[src/rtl/bmd_rx_engine.sv]
// BMD receive engine: decodes single-DW memory reads/writes arriving on the
// 64-bit TRN receive interface. Writes become a one-cycle register-file strobe,
// reads become a completion request held until the TX engine reports it sent,
// and everything else is drained and flagged with drop_o.
module bmd_rx_engine #(
  parameter int BAR_SEL = 0,
  parameter int ADDR_W  = 7
) (
  input  logic              clk,
  input  logic              rst,
  input  logic [63:0]       trn_rd,
  input  logic [7:0]        trn_rrem_n,
  input  logic              trn_rsof_n,
  input  logic              trn_reof_n,
  input  logic              trn_rsrc_rdy_n,
  input  logic              trn_rsrc_dsc_n,
  output logic              trn_rdst_rdy_n,
  input  logic [6:0]        trn_rbar_hit_n,
  output logic              req_compl_o,
  input  logic              compl_done_i,
  output logic [2:0]        req_tc_o,
  output logic              req_td_o,
  output logic              req_ep_o,
  output logic [1:0]        req_attr_o,
  output logic [9:0]        req_len_o,
  output logic [15:0]       req_rid_o,
  output logic [7:0]        req_tag_o,
  output logic [3:0]        req_be_o,
  output logic [10:0]       req_addr_o,
  output logic              wr_en_o,
  output logic [ADDR_W-1:0] wr_addr_o,
  output logic [3:0]        wr_be_o,
  output logic [31:0]       wr_data_o,
  output logic              drop_o
);

  typedef enum logic [2:0] {
    IDLE, MRD32_A, MRD64_A, MWR32_A, MWR64_A, MWR64_D, WAIT_CMPL, DISCARD
  } state_t;

  state_t state, state_nxt;

  logic        rdy_n_q;
  logic        wr_en_p1, drop_p1;
  logic        wr_go, drop_go, req_ld, hdr_ld, a64_ld;
  logic        accept, sof, eof, dsc, bar_hit;
  logic [31:0] dw0, dw1;
  state_t      dec_state;

  logic [2:0]        hdr_tc;
  logic              hdr_td, hdr_ep;
  logic [1:0]        hdr_attr;
  logic [9:0]        hdr_len;
  logic [15:0]       hdr_rid;
  logic [7:0]        hdr_tag;
  logic [3:0]        hdr_fbe;
  logic [ADDR_W-1:0] a64_q;

  // Remaining fields (reserved header bits, upper address bits, other BARs,
  // remainder) carry nothing this engine acts on.
  logic unused_inputs;
  assign unused_inputs = &{1'b0, trn_rrem_n, trn_rd, trn_rbar_hit_n};

  // Only single-DW, BAR-hitting memory requests are serviced.
  function automatic state_t decode_hdr(input logic [1:0] fmt, input logic [4:0] typ,
                                        input logic [9:0] len, input logic hit);
    state_t s;
    s = DISCARD;
    if (hit && (len == 10'd1) && (typ == 5'd0)) begin
      case (fmt)
        2'b00: s = MRD32_A;
        2'b01: s = MRD64_A;
        2'b10: s = MWR32_A;
        2'b11: s = MWR64_A;
      endcase
    end
    return s;
  endfunction

  // Wire data is big-endian per byte; the register file wants little-endian.
  function automatic logic [31:0] byte_swap(input logic [31:0] d);
    return {d[7:0], d[15:8], d[23:16], d[31:24]};
  endfunction

  assign dw0       = trn_rd[63:32];
  assign dw1       = trn_rd[31:0];
  assign accept    = !trn_rsrc_rdy_n && !rdy_n_q;
  assign sof       = accept && !trn_rsof_n;
  assign eof       = accept && !trn_reof_n;
  assign dsc       = !trn_rsrc_dsc_n;
  assign bar_hit   = !trn_rbar_hit_n[BAR_SEL];
  assign dec_state = decode_hdr(dw0[30:29], dw0[28:24], dw0[9:0], bar_hit);

  // State register plus registered control strobes.
  always_ff @(posedge clk) begin
    if (rst) begin
      state    <= IDLE;
      rdy_n_q  <= 1'b1;
      wr_en_p1 <= 1'b0;
      drop_p1  <= 1'b0;
    end else begin
      state    <= state_nxt;
      rdy_n_q  <= (state_nxt == WAIT_CMPL);
      wr_en_p1 <= wr_go;
      drop_p1  <= drop_go;
    end
  end

  // Next-state and per-beat control decode.
  always_comb begin
    state_nxt = state;
    wr_go     = 1'b0;
    drop_go   = 1'b0;
    req_ld    = 1'b0;
    hdr_ld    = 1'b0;
    a64_ld    = 1'b0;
    case (state)
      IDLE: begin
        if (sof) begin
          hdr_ld = 1'b1;
          if (eof) drop_go = 1'b1;
          else     state_nxt = dec_state;
        end
      end
      WAIT_CMPL: begin
        if (compl_done_i) state_nxt = IDLE;
      end
      default: begin
        if (dsc) begin
          drop_go   = 1'b1;
          state_nxt = IDLE;
        end else if (sof) begin
          // A new header cuts the current TLP short; decode it in place.
          drop_go   = 1'b1;
          hdr_ld    = 1'b1;
          state_nxt = eof ? IDLE : dec_state;
        end else if (accept) begin
          case (state)
            MRD32_A, MRD64_A: begin
              if (eof) begin
                req_ld    = 1'b1;
                state_nxt = WAIT_CMPL;
              end else begin
                state_nxt = DISCARD;
              end
            end
            MWR32_A, MWR64_D: begin
              if (eof) begin
                wr_go     = 1'b1;
                state_nxt = IDLE;
              end else begin
                state_nxt = DISCARD;
              end
            end
            MWR64_A: begin
              a64_ld = 1'b1;
              if (eof) begin
                drop_go   = 1'b1;
                state_nxt = IDLE;
              end else begin
                state_nxt = MWR64_D;
              end
            end
            default: begin
              if (eof) begin
                drop_go   = 1'b1;
                state_nxt = IDLE;
              end
            end
          endcase
        end
      end
    endcase
  end

  // Output decode.
  always_comb begin
    req_compl_o    = (state == WAIT_CMPL);
    trn_rdst_rdy_n = rdy_n_q;
    wr_en_o        = wr_en_p1;
    drop_o         = drop_p1;
  end

  // Header fields captured on every decoded SOF beat.
  always_ff @(posedge clk) begin
    if (hdr_ld) begin
      hdr_tc   <= dw0[22:20];
      hdr_td   <= dw0[15];
      hdr_ep   <= dw0[14];
      hdr_attr <= dw0[13:12];
      hdr_len  <= dw0[9:0];
      hdr_rid  <= dw1[31:16];
      hdr_tag  <= dw1[15:8];
      hdr_fbe  <= dw1[3:0];
    end
    if (a64_ld) a64_q <= dw1[ADDR_W+1:2];
  end

  // Completion request fields, frozen while the request is outstanding.
  always_ff @(posedge clk) begin
    if (rst) begin
      req_tc_o   <= '0;
      req_td_o   <= 1'b0;
      req_ep_o   <= 1'b0;
      req_attr_o <= '0;
      req_len_o  <= '0;
      req_rid_o  <= '0;
      req_tag_o  <= '0;
      req_be_o   <= '0;
      req_addr_o <= '0;
    end else if (req_ld) begin
      req_tc_o   <= hdr_tc;
      req_td_o   <= hdr_td;
      req_ep_o   <= hdr_ep;
      req_attr_o <= hdr_attr;
      req_len_o  <= hdr_len;
      req_rid_o  <= hdr_rid;
      req_tag_o  <= hdr_tag;
      req_be_o   <= hdr_fbe;
      req_addr_o <= (state == MRD32_A) ? dw0[12:2] : dw1[12:2];
    end
  end

  // Write port fields, held after the strobe.
  always_ff @(posedge clk) begin
    if (rst) begin
      wr_addr_o <= '0;
      wr_be_o   <= '0;
      wr_data_o <= '0;
    end else if (wr_go) begin
      wr_addr_o <= (state == MWR32_A) ? dw0[ADDR_W+1:2] : a64_q;
      wr_be_o   <= hdr_fbe;
      wr_data_o <= byte_swap((state == MWR32_A) ? dw1 : dw0);
    end
  end

endmodule

[config.mk]
export PLATFORM = sky130hd
export DESIGN_NAME = bmd_rx_engine
export DESIGN_NICKNAME = d
export VERILOG_FILES = /design/src/rtl/bmd_rx_engine.sv
export SDC_FILE = /design/constraint.sdc
export NUM_CORES = 1
export LEC_CHECK = 0
export BUFFER_PORTS_ARGS = -buffer_cell sky130_fd_sc_hd__clkbuf_2
export CAP_MARGIN = 20
export CORE_MARGIN = 2
export CORE_UTILIZATION = 30
export CTS_BUF_LIST = sky130_fd_sc_hd__clkbuf_8
export DETAILED_ROUTE_END_ITERATION = 8
export PLACE_DENSITY = 0.53
export SLEW_MARGIN = 15
export SYNTH_ARGS = -nofsm -noshare
export SYNTH_HDL_FRONTEND = slang
export SYNTH_SLANG_ARGS = --single-unit
[constraint.sdc]
create_clock -name clk -period 4.84 [get_ports clk]
set_input_delay 0.968 -clock clk [delete_from_list [all_inputs] [get_ports clk]]
set_output_delay 0.968 -clock clk [all_outputs]
set_load 0.03 [all_outputs]
==> impl_metrics.ini <==
[critical_path]
path_class = reg2reg
cp-start-kind = register
r2r_slack_ns = 2.22
critical-path-max-stage-delay_ns = 0.65
cp_num_buf_inv = 1
arrival_ns = 2.97
required_ns = 5.19
endpoint_kind = register
cp_top_family = compound AO/OA/AOI/OAI gates
crit_fanout = 67
cp_cell_sequence = nand2b_1 -> a2111oi_4 -> buf_4 -> nor2_1 -> a311oi_1
crit_slowest_cell = buf_4

[synthesis]
synth_ff_type = dfxtp_1
avgSynthCellArea_um2 = 10.8
syn_nets = 662
ys_warn_count = 0
ys_seq_area_share_pct = 59.2
synth_most_common_cell = nand2_1
synth_top_area_share_pct = 33.9
synthTopCellsByCount = nand2_1, dfxtp_1, nor2_1, a21oi_1, edfxtp_1
synth_edf_count = 52
synthCells = 573
synth-async-reset-ratio_pct = 0
synth_top_area_cell = dfxtp_1
synthTopCellsByArea = dfxtp_1, edfxtp_1, mux2i_1, nand2_1, a211oi_2
yosysUniqueCellTypes = 42
synth-seq-cells = 157
synth_area_um2 = 6190

[cells_and_area]
multiInputGateArea_um2 = 2300
layout-drive-gt1-share_pct = 33.5
fin_nets = 819
regArea_um2 = 3660
nFillCells = 2074
n_antenna_cell = 0
syn2layout_area_growth_pct = 23.7

[timing]
fin_setup_tns_ns = 0
finalClockSkew_ns = 0.0142
fin_crit_sh_pct = 54.2
clock.fmax_mhz = 381
setup_viol = 0
period_needed_ns = 2.62
relSlewSlack_pct = 37.4
rsz0062_at_grt = false
hold_viol_final = 0
tightest_slew_ns = 0.936
finalMaxSlewViolations = 0

[drt]
drc = 0
first_iter_violations = 221
vias_per_cell = 4.66
num_vias = 4710
drt_wl_total_mm = 16.9
drt-wirelength-per-cell_um = 16.7
first_pass_iters = 5
ant_nets = 0

[global_routing]
track_usage_pct = 15.7
overflow = 0
grt_pass1_vias = 4471
antenna_found_initial = 0
grt_max_degree = 68
grt_pass1_wl_mm = 26.1

[clock_network]
clk_latency_ns = 0.45
cts.sinks = 157
cts_max_level = 4
cts_buffer_depth = 2
root_buffer = clkbuf_8
cts_hold_buffers = 0
tritoncts = done
path_clk_slew_ns = 0.09
numCtsBuffers = 17
cts_setup_buffers = 0
post_cts_resized = 0

[floorplan]
coreArea_um2 = 20200
rows = 52
io_pins = 189
die_x_um = 148
dieHeight_um = 148
die_area_um2 = 21800
start_util_pct = 30.6

[flow_run]
cap_violations = 0

[placement]
dpl.hpwl_mm = 11.1
portBuffers = 174
globalplace.congestion = 0.821

[power]
vdd_drop_max_mv = 0.156
pwr-share-comb_pct = 5.9
p_per_area_nw_per_um2 = 338
p_switching_w = 0.000600
pwr-share-clk_pct = 40.1
swShare_pct = 23.2
power_frac_seq_pct = 54.0
power_leakage_nw = 3.10
finalPower_w = 0.00259
p_int_w = 0.00199

[hold_path]
hold_path_class = reg2reg

[status]
status = completed
[sequential cells by signal, indices dropped and copies added, names as in the netlist, 2 cells and up]
register    flops
a64_q           7
hdr_attr        2
hdr_fbe         4
hdr_len        10
hdr_rid        16
hdr_tag         8
hdr_tc          3
req_addr_o     11
req_attr_o      2
req_be_o        4
req_len_o      10
req_rid_o      16
req_tag_o       8
req_tc_o        3
state           3
wr_addr_o       7
wr_be_o         4
wr_data_o      32
[kinds of logic after synthesis]
logic type	Yosys count	share of synthesized area (%)
adder cells (fa/ha/maj)	3	0.606
AO/OA/AOI/OAI	130	16.2
AND/OR/NAND/NOR	190	12.7
flip-flops	157	59.2
multiplexers	43	6.95
XOR/XNOR	1	0.141
buffers and inverters	49	4.24
[path summary, 6_finish.rpt]
path | start | end | cells after the start
worst max-delay path | state[0]$_SDFF_PP0_ | req_addr_o[0]$_SDFFE_PP0P_ | 5
worst min-delay path | req_attr_o[1]$_SDFFE_PP0P_ | req_attr_o[1]$_SDFFE_PP0P_ | 2
worst max register to register | state[0]$_SDFF_PP0_ | req_addr_o[0]$_SDFFE_PP0P_ | 5
worst min register to register | req_attr_o[1]$_SDFFE_PP0P_ | req_attr_o[1]$_SDFFE_PP0P_ | 2
[layout make-up]
class | count | area share (%)
Tap cell | 270 | 4.41
Inverter | 5 | 0.245
Sequential cell | 157 | 47.8
Clock buffer | 17 | 3.05
Clock inverter | 13 | 2.29
Multi-Input combinational cell | 367 | 30.0
Timing Repair Buffer | 182 | 12.2
[placed cells by master (no fill, tap or decap), drive strengths merged, types with 2 or more instances in the layout]
cell,count
nand2,106
buf,9
or3,2
clkinv,3
nor2,59
nor4,4
a211oi,39
mux2i,43
ha,3
a21oi,53
o21ai,12
nor4b,2
dfxtp,105
bufinv,4
nor3,2
clkbuf,190
edfxtp,52
nand2b,2
a31oi,3
nand3,3
or2,3
a311oi,13
inv,10
o2bb2ai,2
[metal layers]
metal / track usage [%] / vias to the layer above / share of wire, %
met5: 0 / - / 0
met4: 5.82 / 0 / 1.6
met3: 3.92 / 15 / 5.3
met2: 24.6 / 118 / 47
met1: 20.9 / 2224 / 46
li1: - / 2353 / -
[per-stage QoR]
stage / hold slack [ns] / utilization [%] / area [µm²] / instances / setup WS [ns]
final: 0.456 / 37.9 / 7660 / 1011 / 2.22
after global routing: 0.475 / 37.9 / 7660 / 1011 / 1.89
after CTS: 0.456 / 37.9 / 7660 / 1011 / 2.13
after detailed placement: 0.445 / 35.8 / 7250 / 981 / 1.78
after global placement: 0.443 / 35.8 / 7250 / 981 / 1.79
after floorplan: 0.471 / - / 6190 / 573 / 0.911
[power groups by stage]
| stage | clock network (W) | logic [W] | registers, W |
|---|---|---|---|
| 3_5_place_dp | 0 | 0.000156 | 0.00143 |
| 4_1_cts | 0.00107 | 0.000156 | 0.00140 |
| 6_report | 0.00104 | 0.000154 | 0.00140 |
| 5_1_grt | 0.00113 | 0.000171 | 0.00140 |
| 3_3_place_gp | 0 | 0.000156 | 0.00143 |
| 2_1_floorplan | 0 | 0.0000734 | 0.00143 |
[worst min-delay path: cells and delay by family, from the launching register on]
kind | cells | cell delay (ns)
AOI/OAI and AO/OA | 1 | 0.05
DFF | 1 | 0.32
and+or+nand+nor | 1 | 0.05
Power figures use the tool's default switching activity.
